==> src/rtl/seg_pkg.sv <==
// Shared constants and the hex-to-segment decoder for the result scanner.
package seg_pkg;

  localparam int unsigned NIB_W = 4;
  localparam int unsigned SEG_W = 7;
  localparam int unsigned AN_W  = 4;

  // Active-low {g,f,e,d,c,b,a} patterns for hex digits 0..F.
  localparam logic [SEG_W-1:0] SEG_LUT [16] = '{
    7'h40, 7'h79, 7'h24, 7'h30, 7'h19, 7'h12, 7'h02, 7'h78,
    7'h00, 7'h10, 7'h08, 7'h03, 7'h46, 7'h21, 7'h06, 7'h0E
  };

  localparam logic [SEG_W-1:0] SEG_BLANK = 7'h7F;
  localparam logic [AN_W-1:0]  AN_OFF    = 4'hF;

  // Decode one nibble into its segment pattern.
  function automatic logic [SEG_W-1:0] hex2seg(input logic [NIB_W-1:0] nib);
    return SEG_LUT[nib];
  endfunction

endpackage

==> src/rtl/seg_tick_gen.sv <==
// Digit-slot timer: counts DIV cycles per slot and flags the anti-ghosting window.
module seg_tick_gen #(
  parameter int unsigned DIV       = 100_000,
  parameter int unsigned GUARD_CYC = 16
) (
  input  logic clk,
  input  logic rst_n,
  output logic slot_wrap_c_o,
  output logic in_guard_c_o
);

  localparam int unsigned SLOT_W = (DIV > 1) ? $clog2(DIV) : 1;

  logic [SLOT_W-1:0] slot_q;
  logic [SLOT_W-1:0] slot_d;

  // Wrap at the last cycle of the slot; guard covers the first GUARD_CYC cycles.
  always_comb begin
    slot_wrap_c_o = (slot_q == SLOT_W'(DIV - 1));
    in_guard_c_o  = (slot_q < SLOT_W'(GUARD_CYC));
    slot_d        = slot_wrap_c_o ? '0 : slot_q + SLOT_W'(1);
  end

  // Slot counter register.
  always_ff @(posedge clk) begin
    if (!rst_n) begin
      slot_q <= '0;
    end else begin
      slot_q <= slot_d;
    end
  end

endmodule

==> src/rtl/seg_result_scanner.sv <==
// Drives the 4-digit multiplexed display: result in hex on digits 1:0,
// saturating change count on digits 3:2, digit-0 dp flashes after each change.
module seg_result_scanner
  import seg_pkg::*;
#(
  parameter int unsigned CLK_HZ        = 100_000_000,
  parameter int unsigned REFRESH_HZ    = 1000,
  parameter int unsigned GUARD_CYC     = 16,
  parameter int unsigned FLASH_MS      = 250,
  parameter int unsigned BLANK_LEADING = 1
) (
  input  logic       clk,
  input  logic       rst_n,
  input  logic [7:0] result,
  output logic [6:0] seg,
  output logic [3:0] an,
  output logic       dp
);

  localparam int unsigned DIV       = CLK_HZ / REFRESH_HZ;
  localparam int unsigned FLASH_CYC = CLK_HZ / 1000 * FLASH_MS;
  localparam int unsigned FLASH_W   = $clog2(FLASH_CYC + 1);

  logic               slot_wrap_c;
  logic               in_guard_c;

  logic [7:0]         result_q;
  logic [7:0]         chg_cnt_q,   chg_cnt_d;
  logic [FLASH_W-1:0] flash_cnt_q, flash_cnt_d;
  logic [1:0]         idx_q,       idx_d;
  logic [AN_W-1:0]    an_q,        an_d;
  logic [SEG_W-1:0]   seg_q,       seg_d;
  logic               dp_q,        dp_d;

  logic               change_c;
  logic [NIB_W-1:0]   nib_c;
  logic               lead_blank_c;

  seg_tick_gen #(
    .DIV       (DIV),
    .GUARD_CYC (GUARD_CYC)
  ) u_tick (
    .clk           (clk),
    .rst_n         (rst_n),
    .slot_wrap_c_o (slot_wrap_c),
    .in_guard_c_o  (in_guard_c)
  );

  // Next-state for the counters and the registered display pins.
  always_comb begin
    change_c     = (result != result_q);
    chg_cnt_d    = chg_cnt_q;
    flash_cnt_d  = flash_cnt_q;
    idx_d        = idx_q;
    nib_c        = result_q[3:0];
    lead_blank_c = 1'b0;
    an_d         = AN_OFF;
    seg_d        = SEG_BLANK;
    dp_d         = 1'b1;

    if (change_c && (chg_cnt_q != 8'hFF)) begin
      chg_cnt_d = chg_cnt_q + 8'd1;
    end

    if (change_c) begin
      flash_cnt_d = FLASH_W'(FLASH_CYC);
    end else if (flash_cnt_q != '0) begin
      flash_cnt_d = flash_cnt_q - FLASH_W'(1);
    end

    if (slot_wrap_c) begin
      idx_d = idx_q + 2'd1;
    end

    case (idx_q)
      2'd0:    nib_c = result_q[3:0];
      2'd1:    nib_c = result_q[7:4];
      2'd2:    nib_c = chg_cnt_q[3:0];
      default: nib_c = chg_cnt_q[7:4];
    endcase

    // Odd digits are the high nibbles, so a zero there is a leading zero.
    lead_blank_c = (BLANK_LEADING != 0) && idx_q[0] && (nib_c == 4'h0);

    if (!in_guard_c) begin
      an_d  = ~(AN_W'(1) << idx_q);
      seg_d = lead_blank_c ? SEG_BLANK : hex2seg(nib_c);
      dp_d  = !((idx_q == 2'd0) && (flash_cnt_q != '0));
    end
  end

  // Capture, counter and scan-index state.
  always_ff @(posedge clk) begin
    if (!rst_n) begin
      result_q    <= '0;
      chg_cnt_q   <= '0;
      flash_cnt_q <= '0;
      idx_q       <= '0;
    end else begin
      result_q    <= result;
      chg_cnt_q   <= chg_cnt_d;
      flash_cnt_q <= flash_cnt_d;
      idx_q       <= idx_d;
    end
  end

  // Output pin registers, blank in reset.
  always_ff @(posedge clk) begin
    if (!rst_n) begin
      an_q  <= AN_OFF;
      seg_q <= SEG_BLANK;
      dp_q  <= 1'b1;
    end else begin
      an_q  <= an_d;
      seg_q <= seg_d;
      dp_q  <= dp_d;
    end
  end

  assign an  = an_q;
  assign seg = seg_q;
  assign dp  = dp_q;

endmodule
==> config.mk <==
export PLATFORM = sky130hd
export DESIGN_NAME = seg_result_scanner
export DESIGN_NICKNAME = d
export VERILOG_FILES = /design/src/rtl/seg_pkg.sv /design/src/rtl/seg_tick_gen.sv /design/src/rtl/seg_result_scanner.sv
export SDC_FILE = /design/constraint.sdc
export NUM_CORES = 1
export LEC_CHECK = 0
export ABC_AREA = 1
export CAP_MARGIN = 25
export CELL_PAD_IN_SITES_DETAIL_PLACEMENT = 0
export CELL_PAD_IN_SITES_GLOBAL_PLACEMENT = 1
export CORE_MARGIN = 2
export CORE_UTILIZATION = 35
export DETAILED_ROUTE_END_ITERATION = 8
export HOLD_SLACK_MARGIN = 0.15
export PLACE_DENSITY = 0.71
export SYNTH_ARGS = -nofsm -noshare
export SYNTH_HDL_FRONTEND = slang
export SYNTH_HIERARCHICAL = 1
export SYNTH_SLANG_ARGS = --single-unit
export TNS_END_PERCENT = 5
==> constraint.sdc <==
create_clock -name clk -period 4.63 [get_ports clk]
set_input_delay 0.463 -clock clk [delete_from_list [all_inputs] [get_ports clk]]
set_output_delay 0.463 -clock clk [all_outputs]
set_load 0.1 [all_outputs]
After elaboration in Yosys (flattened, before gate mapping)
Memory sizes are Yosys's and may differ from the RTL's. A register that Yosys moved wholly into a read port is not among the register bits.
Index checks and enable logic that the tools add are counted.
- ROM bits: 112
- input bits: 10
- memories: 1
- word-level logic and storage cells: 38
- bits in registers: 65
- output and inout port bits: 12
- memory list (memory ; words ; width ; rd ports ; clocked after memory_dff ; wr ports ; RTL line ; text):
    (name not given) ; 16 ; 7 ; 1 ; 1 ; 0 ; seg_pkg.sv:19 ; return SEG_LUT[nib];
- muxes and demuxes: 3
- reduce and logical (&&, ||, !) cells: 12
- add/subtract/negate cells: 4
- $lt $le $gt $ge: 1
- shift-type cells: 1
- equality and inequality tests: 5
- bitwise logic cells: 3
- operators with widths (kind ; count):
    $mux 25 ; 2
    $reduce_bool 25->1 ; 1
    $sub 25x1->25 const B ; 1
    $add 17x1->17 const B ; 1
    $eq 17x17->1 const B ; 1
    $lt 17x5->1 const B ; 1
    $pmux 4 s3 ; 1
    $add 8x1->8 const B ; 1
    $ne 8x8->1 ; 1
    $ne 8x8->1 const B ; 1
    $reduce_or 2->1 ; 3
    $not 4->5 ; 1
    $logic_not 4->1 ; 1
    $not 4->4 ; 1
    $shl 1x2->4 const A ; 1
    $logic_and 1x1->1 ; 3
    $reduce_or 3->1 ; 1
    $add 2x1->2 const B ; 1
    $eq 2x1->1 const B ; 1
    $eq 2x2->1 const B ; 1
    $logic_not 2->1 ; 1
    $reduce_bool 2->1 ; 1
    $logic_not 1->1 ; 1
    $not 1->1 ; 1

Longest topological paths before layout
- depth after elaboration: 5
- mapped depth: 13
- mapped depth without buffers: 12

Hierarchy
The synthesis kept the hierarchy.
- by module, submodules not included (module ; area each (um2) ; times used ; cells an instance ; sequential area each (um2)):
    seg_result_scanner ; 3074.2 ; 1 ; 445 ; 1101.1
    seg_tick_gen ; 887.1 ; 1 ; 135 ; 340.3

Least setup slack after synthesis
OpenSTA, ideal clock, no wires.
- path type: register -> register
- start point: register idx_q[0]
- end point: register seg_q[3], in the netlist seg[3]
- arrival: 1.811 ns
- slack: 2.687 ns
- required time: 4.497 ns
- stages on the path, launching flop included: 11
- clock period less this slack: 1.943 ns
- cell sequence: dfxtp_1 inv_1 ha_1 nand2_1 nand2_1 o22ai_1 inv_1 ha_1 or2_1 nand3_1 nand3_1
- longest elaborated chain between the ends: 5
- ends and longest elaborated chain (item ; RTL line ; text):
    start, declared ; seg_result_scanner.sv:30 ; logic [1:0] idx_q, idx_d;
    start signal, assigned ; seg_result_scanner.sv:103 ; idx_q <= idx_d;
    $eq 2x2->1 (tied with other cells) ; seg_result_scanner.sv:75 ; case (idx_q)
    $pmux 4 s3 ; seg_result_scanner.sv:75 ;
    $logic_not 4->1 ; seg_result_scanner.sv:83 ; lead_blank_c = (BLANK_LEADING != 0) && idx_q[0] && (nib_c == 4'h0);
    $logic_and 1x1->1 ; seg_result_scanner.sv:83 ;
    $reduce_or 3->1 (no source line) ; -- ;
    end, declared ; seg_result_scanner.sv:32 ; logic [SEG_W-1:0] seg_q, seg_d;
Several ways; a longest one is shown, not always the timed one.
A chain may end at the register's enable or synchronous reset.

Final worst setup path
- start point: input rst_n
- end point: register seg_q[3], in the netlist seg[3]
- longest elaborated chain between the ends: 2
- ends and longest elaborated chain (item ; RTL line ; text):
    start, declared ; seg_result_scanner.sv:13 ; input logic rst_n,
    $not 1->1 (no source line) ; -- ;
    $reduce_or 3->1 (no source line) ; -- ;
Every way passes these cells.

==> metrics.md <==
| Metric | Value |
|---|---|
| Cells after Synth | `580` |
| DP Worst Slack | `~1.8 ns` |
| LEAKAGE | `1.99 nW` |
| Fill count | `1173` |
| First-pass GRT wire length | `15200 um` |
| Final global-route overflow total | `0` |
| Initial antenna violation count | `0` |
| Post-synthesis cell area | `0.00396 mm2` |
| Clock sink count | `72` |
| Hold buffers post-CTS | `0` |
| Worst EP required | `4.83 ns` |
| Status | `finished clean` |
| Final worst path period share | `52.3%` |
| CTS tree | `done` |
| Mean Syn Cell Area | `6.83 um2` |
| Cell row count | `38` |
| Routed vias | `about 3.6k` |
| Worst-case clock skew | `about 0.0067 ns` |
| Max stage delay on crit path | `0.94 ns` |
| Setup ws final | `2.21 ns` |
| Crit start category | `primary input` |
| Hold Fails Final Rpt | `0` |
| Crit Path Class | `in2reg` |
| Total CTS buffers | `9` |
| Max frequency | `0.413 GHz` |
| Worst r2r dst | `seg[0]` |
| DRT iter0 DRCs | `207` |
| Root Buffer Master | `clkbuf_16` |
| Slowest stage cell, crit path | `clkdlybuf4s50_1` |
| Max Cap Violations | `0` |
| Rel. slew slack | `33.7%` |
| Critical path, cell by cell | `clkdlybuf4s50_1 -> inv_2 -> nor2_1 -> a21boi_2 -> nand3_1` |
| Power density cells | `roughly 310 mW/mm2` |
| Max VDD drop | `0.000216 V` |
| Worst hold path type | `reg2reg` |
| Residual DRC | `0` |
| Vias per Instance | `4.80` |
| CP endpoint kind | `register` |
| Worst flop-to-flop path startpoint | `idx_q[0]` |
| Synthesized net count | `604` |
| GP Congestion | `0.810` |
| CTS Buffer Depth | `2` |
| Synth unique cells | `37` |
| Inst Count DP | `between 700 and 800` |
| Setup-failing EPs final | `0` |
| RSZ-0062 raised after global routing | `false` |
| Setup bufs post-CTS | `0` |
| First-pass iteration count of the detailed router | `4` |
| Hpwl dp | `6890 um` |
| Area of the multi-input gates | `between 0.002 and 0.0025 mm2` |
| Worst-path fanout max | `18` |
| Synthesized flop and latch total | `approximately 70` |
| IO buf count | `21` |
| Most common cell after layout, fill and taps aside | `nand2_1` |
| Core Area | `0.0109 mm2` |
| Setup total negative slack | `0 ns` |
| Most frequent cells in the layout | `nand2_1 (148), nor2_1 (77), dfxtp_1 (72)` |
| I/O pin count | `22` |
| Layout cells sized above 1 | `7.58%` |
| Die area | `roughly 0.012 mm2` |
| Die outline width | `110 um` |
| Routed Antenna Nets | `0` |
| WL/cell | `12.3 um` |
| Area delta synth->final | `15.2%` |
| CTS clk-pin slew, worst paths | `0.05 ns` |
| Hold path depth | `1` |
| Largest net degree at the start of global routing | `24` |
| Fin nets | `around 630` |
| Total GRT Usage | `approximately 16%` |
| Initial Util | `36.2%` |
| Vias in the first global route | `about 3.2k` |
| H-tree depth | `3` |
| Data arrival, critical path | `2.62 ns` |
| Post-CTS sizing | `0` |
| Worst R2R Path Depth | `11` |
| Worst-margin pin slew | `0.991 ns` |
| Final slew viol count | `0` |
| Post-Route WL | `9160 um` |
| Layout Cells excl Fill | `between 700 and 800` |
| Die span in y | `110 um` |
| Post-synthesis sequential area ratio | `a little over a third` |
| Min-delay src | `u_tick/slot_q[0]` |
| FF/Latch Area | `0.00144 mm2` |
| ANT cells | `0` |
| Worst hold endpoint | `u_tick/slot_q[0]` |
| Worst R2R Setup Slack | `2.36 ns` |
| Warnings, synthesis | `6` |
| Period minus WS final | `roughly 2.4 ns` |
| Insertion delay to the later sink of the worst-skew pair | `0.34 ns` |
sequential cells by signal, summed over array words and instances, names as in the netlist:
| signal | count |
|---|---|
| an | 4 |
| chg_cnt_q | 8 |
| dp | 1 |
| flash_cnt_q | 25 |
| idx_q | 2 |
| result_q | 8 |
| seg | 7 |
| u_tick/slot_q | 17 |
worst max path at each step:
stage / from / to / slack, ns / cells after the start
after floorplan: idx_q[0] / seg[3] / 2.69 / 10
after global routing: rst_n / seg[3] / 1.94 / 5
final: rst_n / seg[3] / 2.21 / 5
after CTS: rst_n / seg[3] / 2.15 / 5
after global placement: rst_n / seg[5] / 1.93 / 5
after detailed placement: rst_n / seg[3] / 1.82 / 5
cell usage after synthesis, drive strengths merged:
cell	n	area [um2]
a21boi	1	11.3
a21oi	37	185
a31oi	1	6.26
buf	8	63.8
clkbuf	2	7.51
clkinv	2	7.51
dfxtp	72	1440
ha	14	175
inv	73	274
nand2	154	603
nand3	52	288
nand3b	5	37.5
nand4	15	100
nor2	92	398
nor3	6	35.0
nor3b	2	15.0
nor4	1	6.26
o211ai	1	7.51
o21ai	15	75.1
o21bai	4	30.0
o22ai	1	6.26
or2	2	12.5
xnor2	12	105
xor2	8	70.1
layout make-up:
cell class                 instances  share of cell area (%)
clock buffer                      10                    5.02
clock inverter                     6                    1.32
inverter                          75                    6.17
multi-input combinational        423                    47.5
sequential                        72                    31.6
tap                              140                    3.84
timing repair buffer              21                    4.61
worst max-delay path: cells and delay by family:
kind	cells	cell delay, ns
AO/OA/AOI/OAI	1	0.38
buffers and inverters	2	1.25
AND/OR/NAND/NOR	2	0.52
metal layers:
metal  GRT usage [%]  vias up  share of wire [%]
li1                -     1891                  -
met1            22.3     1623                 52
met2            24.1       56                 43
met3            4.88       13                3.5
met4            5.98        0                1.7
met5               0        -                  0
where the power goes:
group / switching [mW] / leakage [nW] / internal, mW
Clock: 0.268 / 0.138 / 0.414
Combinational: 0.0596 / 1.27 / 0.0403
Sequential: 0.0154 / 0.588 / 0.634
kinds of logic (layout without fill, tap and decap cells):
logic type               Yosys count  count (layout)  share of synthesized area (%)
AND/OR/NAND/NOR                  329             329                           37.7
buffers and inverters             85             112                           8.91
flip-flops                        72              72                           36.4
AO/OA/AOI/OAI                     60              60                           8.12
XOR/XNOR                          20              20                           4.42
adder cells (fa/ha/maj)           14              14                           4.42
metrics by stage:
| stage | utilization (%) | power (mW) | instance area (um2) | hold slack (ns) |
|---|---|---|---|---|
| after floorplan | - | 0.735 | 3960 | 0.430 |
| after global placement | 39.1 | 0.762 | 4280 | 0.442 |
| after detailed placement | 39.1 | 0.763 | 4280 | 0.458 |
| after CTS | 41.7 | 1.45 | 4560 | 0.469 |
| after global routing | 41.7 | 1.49 | 4560 | 0.506 |
| final | 41.7 | 1.43 | 4560 | 0.468 |
No activity file was read; power rests on OpenSTA's default activity.
